[src/rtl/rhs_extend_packer.sv]
// Widening stream stage: packs RATIO narrow words into one wide word (pack mode) or
// zero/sign-extends each narrow word on its own (extend mode), with one output register.
module rhs_extend_packer #(
  parameter int W_IN  = 3,
  parameter int RATIO = 4
) (
  input  logic                         clk,
  input  logic                         rst,
  input  logic                         in_valid,
  output logic                         in_ready,
  input  logic [W_IN-1:0]              in_data,
  input  logic                         in_last,
  input  logic                         ext_mode,
  input  logic                         sign_ext,
  output logic                         out_valid,
  input  logic                         out_ready,
  output logic [W_IN*RATIO-1:0]        out_data,
  output logic [$clog2(RATIO+1)-1:0]   out_count
);
  localparam int W_OUT = W_IN * RATIO;
  localparam int CW    = $clog2(RATIO + 1);

  // The output register never holds a word while a group is partly filled,
  // so the three states are mutually exclusive.
  typedef enum logic [1:0] {EMPTY, FILL, HOLD} state_t;

  state_t           r_state, w_state_nxt;
  logic [CW-1:0]    r_fill, w_fill_nxt;
  logic [W_OUT-1:0] r_acc, w_acc_nxt;
  logic [W_OUT-1:0] r_out_data, w_out_data_nxt;
  logic [CW-1:0]    r_out_count, w_out_count_nxt;
  logic             r_ext, w_ext_nxt;
  logic             r_sgn, w_sgn_nxt;

  logic             w_xfer, w_first, w_ext, w_sgn, w_complete, w_fill_bit;
  logic [CW-1:0]    w_k;
  logic [W_OUT-1:0] w_base, w_acc_cur, w_hi_mask, w_packed;

  always_ff @(posedge clk or posedge rst) begin
    if (rst) begin
      r_state     <= EMPTY;
      r_fill      <= '0;
      r_acc       <= '0;
      r_out_data  <= '0;
      r_out_count <= '0;
      r_ext       <= 1'b0;
      r_sgn       <= 1'b0;
    end else begin
      r_state     <= w_state_nxt;
      r_fill      <= w_fill_nxt;
      r_acc       <= w_acc_nxt;
      r_out_data  <= w_out_data_nxt;
      r_out_count <= w_out_count_nxt;
      r_ext       <= w_ext_nxt;
      r_sgn       <= w_sgn_nxt;
    end
  end

  // Modes come from the ports on the first word of a group, from the latch afterwards.
  // Extend mode is a one-word pack, so both share the slot/fill datapath.
  always_comb begin
    w_xfer     = in_valid && in_ready;
    w_first    = (r_fill == '0);
    w_ext      = w_first ? ext_mode : r_ext;
    w_sgn      = w_first ? sign_ext : r_sgn;
    w_k        = w_ext ? '0 : r_fill;
    w_base     = (w_first || w_ext) ? '0 : r_acc;
    w_acc_cur  = w_base | (W_OUT'(in_data) << (32'(w_k) * W_IN));
    w_hi_mask  = {W_OUT{1'b1}} << ((32'(w_k) + 32'd1) * W_IN);
    w_fill_bit = w_sgn && in_data[W_IN-1];
    w_packed   = w_acc_cur | (w_fill_bit ? w_hi_mask : '0);
    w_complete = w_xfer && (w_ext || in_last || (r_fill == CW'(RATIO - 1)));

    w_state_nxt     = r_state;
    w_fill_nxt      = r_fill;
    w_acc_nxt       = r_acc;
    w_out_data_nxt  = r_out_data;
    w_out_count_nxt = r_out_count;
    w_ext_nxt       = r_ext;
    w_sgn_nxt       = r_sgn;

    if (w_xfer && w_first) begin
      w_ext_nxt = ext_mode;
      w_sgn_nxt = sign_ext;
    end

    if (w_complete) begin
      w_state_nxt     = HOLD;
      w_out_data_nxt  = w_packed;
      w_out_count_nxt = w_k + CW'(1);
      w_fill_nxt      = '0;
      w_acc_nxt       = '0;
    end else if (w_xfer) begin
      w_state_nxt = FILL;
      w_fill_nxt  = r_fill + CW'(1);
      w_acc_nxt   = w_acc_cur;
    end else if (out_valid && out_ready) begin
      w_state_nxt = EMPTY;
    end
  end

  always_comb begin
    out_valid = (r_state == HOLD);
    in_ready  = !rst && (!out_valid || out_ready);
    out_data  = r_out_data;
    out_count = r_out_count;
  end

endmodule

[config.mk]
export PLATFORM = sky130hd
export DESIGN_NAME = rhs_extend_packer
export DESIGN_NICKNAME = d
export VERILOG_FILES = /design/src/rtl/rhs_extend_packer.sv
export SDC_FILE = /design/constraint.sdc
export NUM_CORES = 1
export LEC_CHECK = 0
export BUFFER_PORTS_ARGS = -buffer_cell sky130_fd_sc_hd__buf_2
export CAP_MARGIN = 0
export CORE_MARGIN = 1
export CORE_UTILIZATION = 52
export DETAILED_ROUTE_END_ITERATION = 16
export PLACE_DENSITY = 0.74
export SLEW_MARGIN = 40
export SYNTH_ARGS = -nofsm -noshare
export SYNTH_HDL_FRONTEND = slang
export SYNTH_SLANG_ARGS = --single-unit
[constraint.sdc]
create_clock -name clk -period 4.42 [get_ports clk]
set_input_delay 1.105 -clock clk [delete_from_list [all_inputs] [get_ports clk]]
set_output_delay 1.105 -clock clk [all_outputs]
set_load 0.02 [all_outputs]
## Word level (Yosys, flattened, before mapping)

Cells that the tools add are included.

| operators by class | value |
|---|---|
| bitwise operators | 2 |
| equality and inequality tests | 2 |
| add/sub/neg operators | 3 |
| shifts and indexed selects | 2 |
| $lt $le $gt $ge | 0 |
| mux-type cells | 12 |
| divide/modulo/power cells | 0 |
| $mul | 2 |
| reduce and logical (&&, ||, !) cells | 15 |

Operator list:

| cell | number |
|---|---|
| $mux W12 | 4 |
| $or A12 B12 Y12 | 2 |
| $shl A12 B6 Y12 const A | 1 |
| $shl A3 B5 Y12 | 1 |
| $mux W3 | 3 |
| $add A3 B1 Y3 const B | 2 |
| $logic_and A1 B1 Y1 | 6 |
| $mul A4 B2 Y6 const B | 1 |
| $mux W2 | 3 |
| $mul A3 B2 Y5 const B | 1 |
| $add A3 B1 Y4 const B | 1 |
| $logic_or A1 B1 Y1 | 4 |
| $eq A3 B2 Y1 const B | 1 |
| $logic_not A3 Y1 | 1 |
| $reduce_bool A3 Y1 | 1 |
| $eq A2 B2 Y1 const B | 1 |
| $logic_not A1 Y1 | 2 |
| $mux W1 | 2 |
| $reduce_bool A2 Y1 | 1 |

| storage, ports and cells | value |
|---|---|
| latch bits | 0 |
| word-level logic and storage cells | 45 |
| output and inout bits | 17 |
| register bits after elaboration | 34 |
| bits in writable memories | 0 |
| bits in read-only memories | 0 |
| memories | 0 |

## Depth between registers and ports, before layout

Gate-level depths: netlist (run 1).

| logic depth | value |
|---|---|
| depth in word-level cells | 8 |
| depth in mapped cells | 16 |
| depth with buffers taken out | 14 |

## Least setup slack after synthesis (run 1)

Ideal clock, no wire load.

| timing | value |
|---|---|
| path type | input port to flip-flop |
| from | in ext_mode |
| to | reg r_out_data[11] (netlist: out_data[11]) |
| path buffers | 0 |
| arrival time | 3.248 ns |
| cell stages on the path | 12 |
| setup slack | 1.084 ns |
| data required time | 4.332 ns |
| cells stage by stage | nand3b_1 > a21boi_1 > and2_1 > inv_1 > ha_1 > xnor2_1 > ha_1 > inv_1 > a211o_1 > mux2i_2 > o21ai_2 > a41oi_1 |

| on the way | value |
|---|---|
| word-level cells in the longest chain between the ends | 7 |
| elaborated cells on any way between the ends | 15 |
| those cells by class | add/sub (1); mul (2); shift (2); mux (4); bitwise (2); reduce/logical (4) |

RTL lines:

| element | RTL line | text |
|---|---|---|
| start: declaration | 13 | `input logic ext_mode,` |
| $mux W1 (*) | 64 | `w_ext = w_first ? ext_mode : r_ext;` |
| $mux W3 | 66 | `w_k = w_ext ? '0 : r_fill;` |
| $add A3 B1 Y4 | 69 | `w_hi_mask = {W_OUT{1'b1}} << ((32'(w_k) + 32'd1) * W_IN);` |
| $mul A4 B2 Y6 | 69 |  |
| $shl A12 B6 Y12 | 69 |  |
| $mux W12 | 71 | `w_packed = w_acc_cur \| (w_fill_bit ? w_hi_mask : '0);` |
| $or A12 B12 Y12 | 71 |  |
| end signal: assignment | 52 | `r_out_data <= w_out_data_nxt;` |
| end: declaration | 30 | `logic [W_OUT-1:0] r_out_data, w_out_data_nxt;` |

Every way passes the cells marked *; elsewhere a longest branch is shown, timed or not.
A chain may end at the register's enable or synchronous reset.

## Worst setup path in the final report (run 1)

| timing | value |
|---|---|
| from | reg r_fill[1] |
| to | reg r_out_data[0] (netlist: out_data[0]) |

| on the way | value |
|---|---|
| word-level cells in the longest chain between the ends | 8 |
| elaborated cells on any way between the ends | 19 |
| those cells by class | add/sub (1); mul (2); eq/ne (1); shift (2); mux (5); bitwise (2); reduce/logical (6) |

RTL lines:

| element | RTL line | text |
|---|---|---|
| start: declaration | 28 | `logic [CW-1:0] r_fill, w_fill_nxt;` |
| start signal: assignment | 50 | `r_fill <= w_fill_nxt;` |
| $logic_not A3 Y1 | 63 | `w_first = (r_fill == '0);` |
| $mux W1 | 64 |  |
| $mux W3 | 66 |  |
| $add A3 B1 Y4 | 69 |  |
| $mul A4 B2 Y6 | 69 |  |
| $shl A12 B6 Y12 | 69 |  |
| $mux W12 | 71 |  |
| $or A12 B12 Y12 | 71 |  |

Several ways; a longest one is shown, not always the timed one.

==> metrics.txt, run 1 <==
Fmax 0.275 GHz; commonest non-fill, non-tap cells in the layout dfrtp_1 (34), buf_2 (26), nand2_1 (20), nor2_1 (19), o21ai_0 (13); RSZ-0062 raised after global routing false; Post-CTS Setup Inserts 0; final hold vios 0; Die W 61.4 um; Comb power frac 0.423; Vias ~1500; Design Power 0.00122 W; final wirelength between 4 and 5 mm; most common cell after layout, fill and taps aside dfrtp_1; P_int about 0.00071 W; hold_buf cts 0; CTS resizes 0; hpwl dp 3.10 mm; Peak VDD IR between 0.2 and 0.3 mV; maxcap violations 0; Crit Path Class reg2reg; Starting Density 0.545; syn avg cell area 9.65 um^2; first-pass GRT wire length 7.01 mm; number of flops mapped to enable cells by yosys 0; Final Instance Area a little over 2000 um^2; XOR/XNOR Fraction of Synth Area 0.00477; Clk Latency, worst-skew pair 0.34 ns; H-tree depth 2; Critical Path Sink Type register; hold crit path type reg2reg; ANT nets after route 0; number of buffers created by CTS 5; Tmin final 3.63 ns; clock-pin slew on the worst setup and hold paths 0.10 ns; share of layout cells above drive strength 1 0.231; Setup crit start kind register; Critical Path RT ~4.7 ns; IO Port Bufs 26; vias per inst about 5.9; antenna violations before repair 0; synth-to-layout area growth 12.5%; placed cell count about 250; top_reg_cell synth dfrtp_1; Yosys reg bits 34; Non-Filler Instances 262; vias in the first global route 1443; sequential cell area fraction in the yosys report 0.464; Clock power frac 0.185; ant diodes 0; RePlAce Congestion approximately 0.88; Synth cell types 46; average wire per standard cell 16.2 um; Post-Synth Adder-Cell Area 0.0341; placed inst area 1990 um^2; Syn Inst Count 190; CTS Buffer Depth 2; Yosys warning count 0; setup_tns 0 ns; # setup viols final 0; Synth Area in Compound Gates 0.233; die height between 60 and 70 um; Post-Synthesis Cell Area around 1800 um^2; post-synthesis mux area share 0.0546; Pwr Density 589 nW/um^2; drt pass-1 iters 4; Post-layout nets 230; Simple-Gate Fraction of Synth Area 0.162; max-slew violations 0; # clock sinks 34; CTS tree built; Total GRT Usage 0.261; largest net degree at the start of global routing 36; main combinational cell family by area after synthesis compound AO/OA/AOI/OAI gates; row count 21; Core ar. 3360 um^2; die area 3770 um^2; syn_nets 205; crit share post-route 0.822; slew margin rel. 0.470; I/O pin count 27; CTS root buf clkbuf_4; grt ovf 0; # DRC 0; Sw Share 0.413; CP max FO 11; DRT iter0 DRCs 80; Sequential Power Share 0.392; Layout Utilization 0.613; WP data arrival roughly 3.9 ns; measured slew at the worst slew-check pin a little under 0.8 ns; leakage 0.888 nW; outcome finished clean; skew final 0.00824 ns; Post-synth ARST share 1.00; Sw Pwr around 0.00050 W
stage by stage:
stage	hold slack [ns]	worst slack [ns]
2_1_floorplan	0.450	1.08
3_3_place_gp	0.467	0.831
3_5_place_dp	0.481	0.670
4_1_cts	0.505	0.836
5_1_grt	0.531	0.567
6_report	0.498	0.786
final timing paths:
check,start,endpoint,slack [ns],cells after the start
max,r_fill[1],out_data[0],0.79,14
min,r_acc[10],r_acc[10],0.50,2
max reg2reg,r_fill[1],out_data[0],0.79,14
min reg2reg,r_acc[10],r_acc[10],0.50,2
max in group asynchronous,rst,r_acc[1],3.27,3
min in group asynchronous,rst,r_acc[10],0.84,3
flip-flops by register name, indices dropped and copies added, names as in the netlist:
signal	cells
out_count	3
out_data	12
r_acc	12
r_ext	1
r_fill	3
r_sgn	1
r_state	2
cell families after synthesis:
group	Yosys count
XOR/XNOR	1
AND/OR/NAND/NOR	60
buffers and inverters	20
AO/OA/AOI/OAI	61
flip-flops	34
adder cells (fa/ha/maj)	5
multiplexers	9
power by group through the flow:
stage	logic (W)	clock network, W	registers [W]
5_1_grt	0.000564	0.000243	0.000492
3_5_place_dp	0.000507	0	0.000484
3_3_place_gp	0.000494	0	0.000475
2_1_floorplan	0.000294	0	0.000548
6_report	0.000514	0.000225	0.000476
4_1_cts	0.000513	0.000229	0.000477
routing by layer:
metal / track usage / part of all wire / vias to the layer above
li1: - / - / 742
met5: 0 / 0 / -
met3: 0.0588 / 0.030 / 10
met2: 0.413 / 0.48 / 38
met4: 0.0984 / 0.020 / 0
met1: 0.353 / 0.47 / 749
critical path, cell delays in order, from the launching register on:
cell and delay (ns):
dfrtp_1 0.55, inv_1 0.11, ha_1 0.30, nand3b_1 0.21
a21boi_1 0.31, and2_1 0.23, inv_1 0.07, ha_1 0.36
xnor2_1 0.19, ha_1 0.20, inv_1 0.05, a211o_1 0.27
mux2i_2 0.32, nand3_1 0.19, o21ai_1 0.20
cell type report:
cell class | instances | area, um^2
fillers | 321 | 1300
clock buffers | 7 | 45.0
repair buffers | 28 | 145
flip-flops and latches | 34 | 851
multi-input cells | 136 | 897
inverters | 10 | 37.5
clock inverters | 1 | 30.0
well taps | 46 | 57.6
cells in the mapped netlist (2+ instances only):
library cell  number  area (um^2)
clkbuf_1           3         11.3
nor4_1             2         12.5
o21ai_0           13         65.1
a22o_1             4         35.0
buf_2              5         25.0
mux2i_1            3         30.0
nand3b_1           2         15.0
a41oi_1            2         17.5
mux2_2             5         56.3
ha_1               5         62.6
or2_2              2         12.5
o21a_1             3         22.5
o21ai_1            3         15.0
a21oi_1            6         30.0
o211ai_1           3         22.5
nor2_1            19         71.3
dfrtp_1           34          851
nand2_1           20         75.1
a22oi_1            6         45.0
nand2b_1           3         18.8
a31oi_1            9         56.3
inv_1             10         37.5
o31ai_1            2         15.0
and2_1             2         12.5
a32oi_1            3         26.3
No activity file was read; power rests on OpenSTA's default activity.
==> run 2: changes to the inputs <==
--- a/config.mk
+++ b/config.mk
@@ -8,9 +8,9 @@
 export BUFFER_PORTS_ARGS = -buffer_cell sky130_fd_sc_hd__buf_2
 export CAP_MARGIN = 0
 export CORE_MARGIN = 1
-export CORE_UTILIZATION = 52
+export CORE_UTILIZATION = 51
 export DETAILED_ROUTE_END_ITERATION = 16
-export PLACE_DENSITY = 0.74
+export PLACE_DENSITY = 0.75
 export SLEW_MARGIN = 40
 export SYNTH_ARGS = -nofsm -noshare
 export SYNTH_HDL_FRONTEND = slang
==> constraint.sdc (replaced) <==
create_clock -name clk -period 3.2 [get_ports clk]
set_input_delay 0.8 -clock clk [delete_from_list [all_inputs] [get_ports clk]]
set_output_delay 0.8 -clock clk [all_outputs]
set_load 0.02 [all_outputs]
==> run 2 against run 1 <==
Net effect:
- design area up 4.1%
- worst hold slack worse by 0.00093 ns
- sequential share of layout area decreased by 1.6 points
- cell count is 3.1% higher
- clock skew shrank 0.0027 ns
- total power grew 42%
- clock-buffer cell count did not move
- clock power increased by 34%
- sequential power rose by 35%
- global-route usage decreased by 1.9 points
- register-to-register slack got worse by 0.59 ns
- largest cell class unchanged
==> metrics.txt, run 2 (synthesis results as in run 1) <==
average wire per standard cell 15.5 um (-4.7%); hpwl dp 3.08 mm (-0.64%); ANT nets after route 0 (unchanged); commonest non-fill, non-tap cells in the layout dfrtp_1 (34), buf_2 (26), nand2_1 (20), nor2_1 (19), o21ai_0 (13); Layout Utilization 0.633 (+0.0200); drt pass-1 iters 5 (+1); placed inst area 2050 um^2 (+3.0%); die area 3840 um^2 (+1.9%); IO Port Bufs 26 (unchanged); CTS root buf clkbuf_4; Cell Chain, Critical Path inv_1 -> ha_4 -> nand2b_1 -> a21boi_1 -> and2_1 -> inv_1 -> ha_1 -> xnor2_1 -> ha_2 -> inv_1 -> a211o_1 -> mux2i_4 -> o21ai_2 -> a41oi_1; Post-CTS Setup Inserts 0 (unchanged); R2R setup slack 0.20 ns (-0.59 ns); grt ovf 0 (unchanged); Die W 62.0 um (+0.94%); Peak VDD IR 0.337 mV (+18%); skew final 0.00555 ns (-0.00269 ns); Post-layout nets 238 (+3.5%); vias per inst 6.03 (+2.6%); Clk Latency, worst-skew pair 0.33 ns (about the same); H-tree depth 2 (unchanged); WP data arrival 3.26 ns (-0.64 ns); DP Worst Slack -0.0154 ns (-0.685 ns); CTS resizes 0 (unchanged); slowest stage delay, CP 0.39 ns (-0.16 ns); CP max FO 9 (-2); I/O pin count 27 (unchanged); first-pass GRT wire length 6.53 mm (-6.9%); max-slew violations 0 (unchanged); final wirelength 4.18 mm (-1.7%); maxcap violations 0 (unchanged); CP most frequent cell inv_1; Vias 1627 (+5.7%); row count 21 (unchanged); Setup crit start kind register; share of layout cells above drive strength 1 0.268 (+0.0364); Starting Density 0.541 (-0.00423); synth-to-layout area growth 17.1%; setup_tns 0 ns (unchanged); clock-pin slew on the worst setup and hold paths 0.10 ns (about the same); Critical Path Sink Type register; Pwr Density 804 nW/um^2 (+36%); slew margin rel. 0.481 (+0.0108); # setup viols final 0 (unchanged); RSZ-0062 raised after global routing false; CTS tree built; # DRC 0 (unchanged); Fmax 0.333 GHz (+21%); Total GRT Usage 0.242 (-0.0191); antenna violations before repair 0 (unchanged); measured slew at the worst slew-check pin 0.776 ns (-0.0162 ns); most common cell after layout, fill and taps aside dfrtp_1; final hold vios 0 (unchanged); Tmin final 3.00 ns (-0.630 ns); Design Power 0.00173 W (+42%); CTS Buffer Depth 2 (unchanged); final worst slack 0.196 ns (-0.590 ns); hold_buf cts 0 (unchanged); ant diodes 0 (unchanged); Crit Path Class reg2reg; die height 62.0 um (+0.94%); leakage 0.927 nW (+4.5%); CP max stage cell dfrtp_1; hold crit path type reg2reg; Core ar. 3390 um^2 (+0.78%); Critical Path RT 3.46 ns (-1.23 ns); number of buffers created by CTS 5 (unchanged); largest net degree at the start of global routing 35 (-2.8%); crit share post-route 0.939 (+0.117); DRT iter0 DRCs 84 (+5.0%); delay-heaviest family, CP compound AO/OA/AOI/OAI gates; Final Instance Area 2150 um^2 (+4.1%); RePlAce Congestion 0.907 (+2.6%); buffer and inverter count on the worst path 3 (unchanged); outcome finished clean; vias in the first global route 1396 (-3.3%); # clock sinks 34 (unchanged)
## run 2: worst register-to-register path, cell delays in order (launching register included)
cell,delay (ns)
dfrtp_1,0.39
inv_1,0.11
ha_4,0.20
nand2b_1,0.12
a21boi_1,0.20
and2_1,0.20
inv_1,0.06
ha_1,0.32
xnor2_1,0.18
ha_2,0.23
inv_1,0.05
a211o_1,0.30
mux2i_4,0.25
o21ai_2,0.14
a41oi_1,0.18
## run 2: power by group
group | switching (W) | internal [W]
clock network | 0.000136 | 0.000166
logic | 0.000473 | 0.000310
registers | 0.0000833 | 0.000558
## run 2: stage by stage
stage,instances,hold WS (ns)
finish,270,0.497
global route,270,0.529
CTS,270,0.496
detailed placement,262,0.474
global placement,262,0.466
floorplan,190,0.450
## run 2: final timing paths
path	start	end	cells after the start
worst max register to register	r_fill[0]	out_data[11]	14
worst max-delay path	r_fill[0]	out_data[11]	14
worst min register to register	r_acc[5]	r_acc[5]	2
worst min-delay path	r_acc[5]	r_acc[5]	2
max in group asynchronous	rst	r_acc[1]	3
min in group asynchronous	rst	r_fill[1]	3
## run 2: area by class of cell
| type | instances | area [um^2] |
|---|---|---|
| inverters | 10 | 37.5 |
| repair buffers | 36 | 205 |
| fillers | 283 | 1240 |
| clock buffers | 7 | 45.0 |
| well taps | 46 | 57.6 |
| clock inverters | 1 | 30.0 |
| flip-flops and latches | 34 | 851 |
| multi-input cells | 136 | 921 |
## run 2: metal layers
layer	up-vias	GRT usage	routed length, um
li1	756	-	-
met1	781	0.304	1780
met2	74	0.369	1960
met3	16	0.0787	283
met4	0	0.130	156
met5	-	0	0
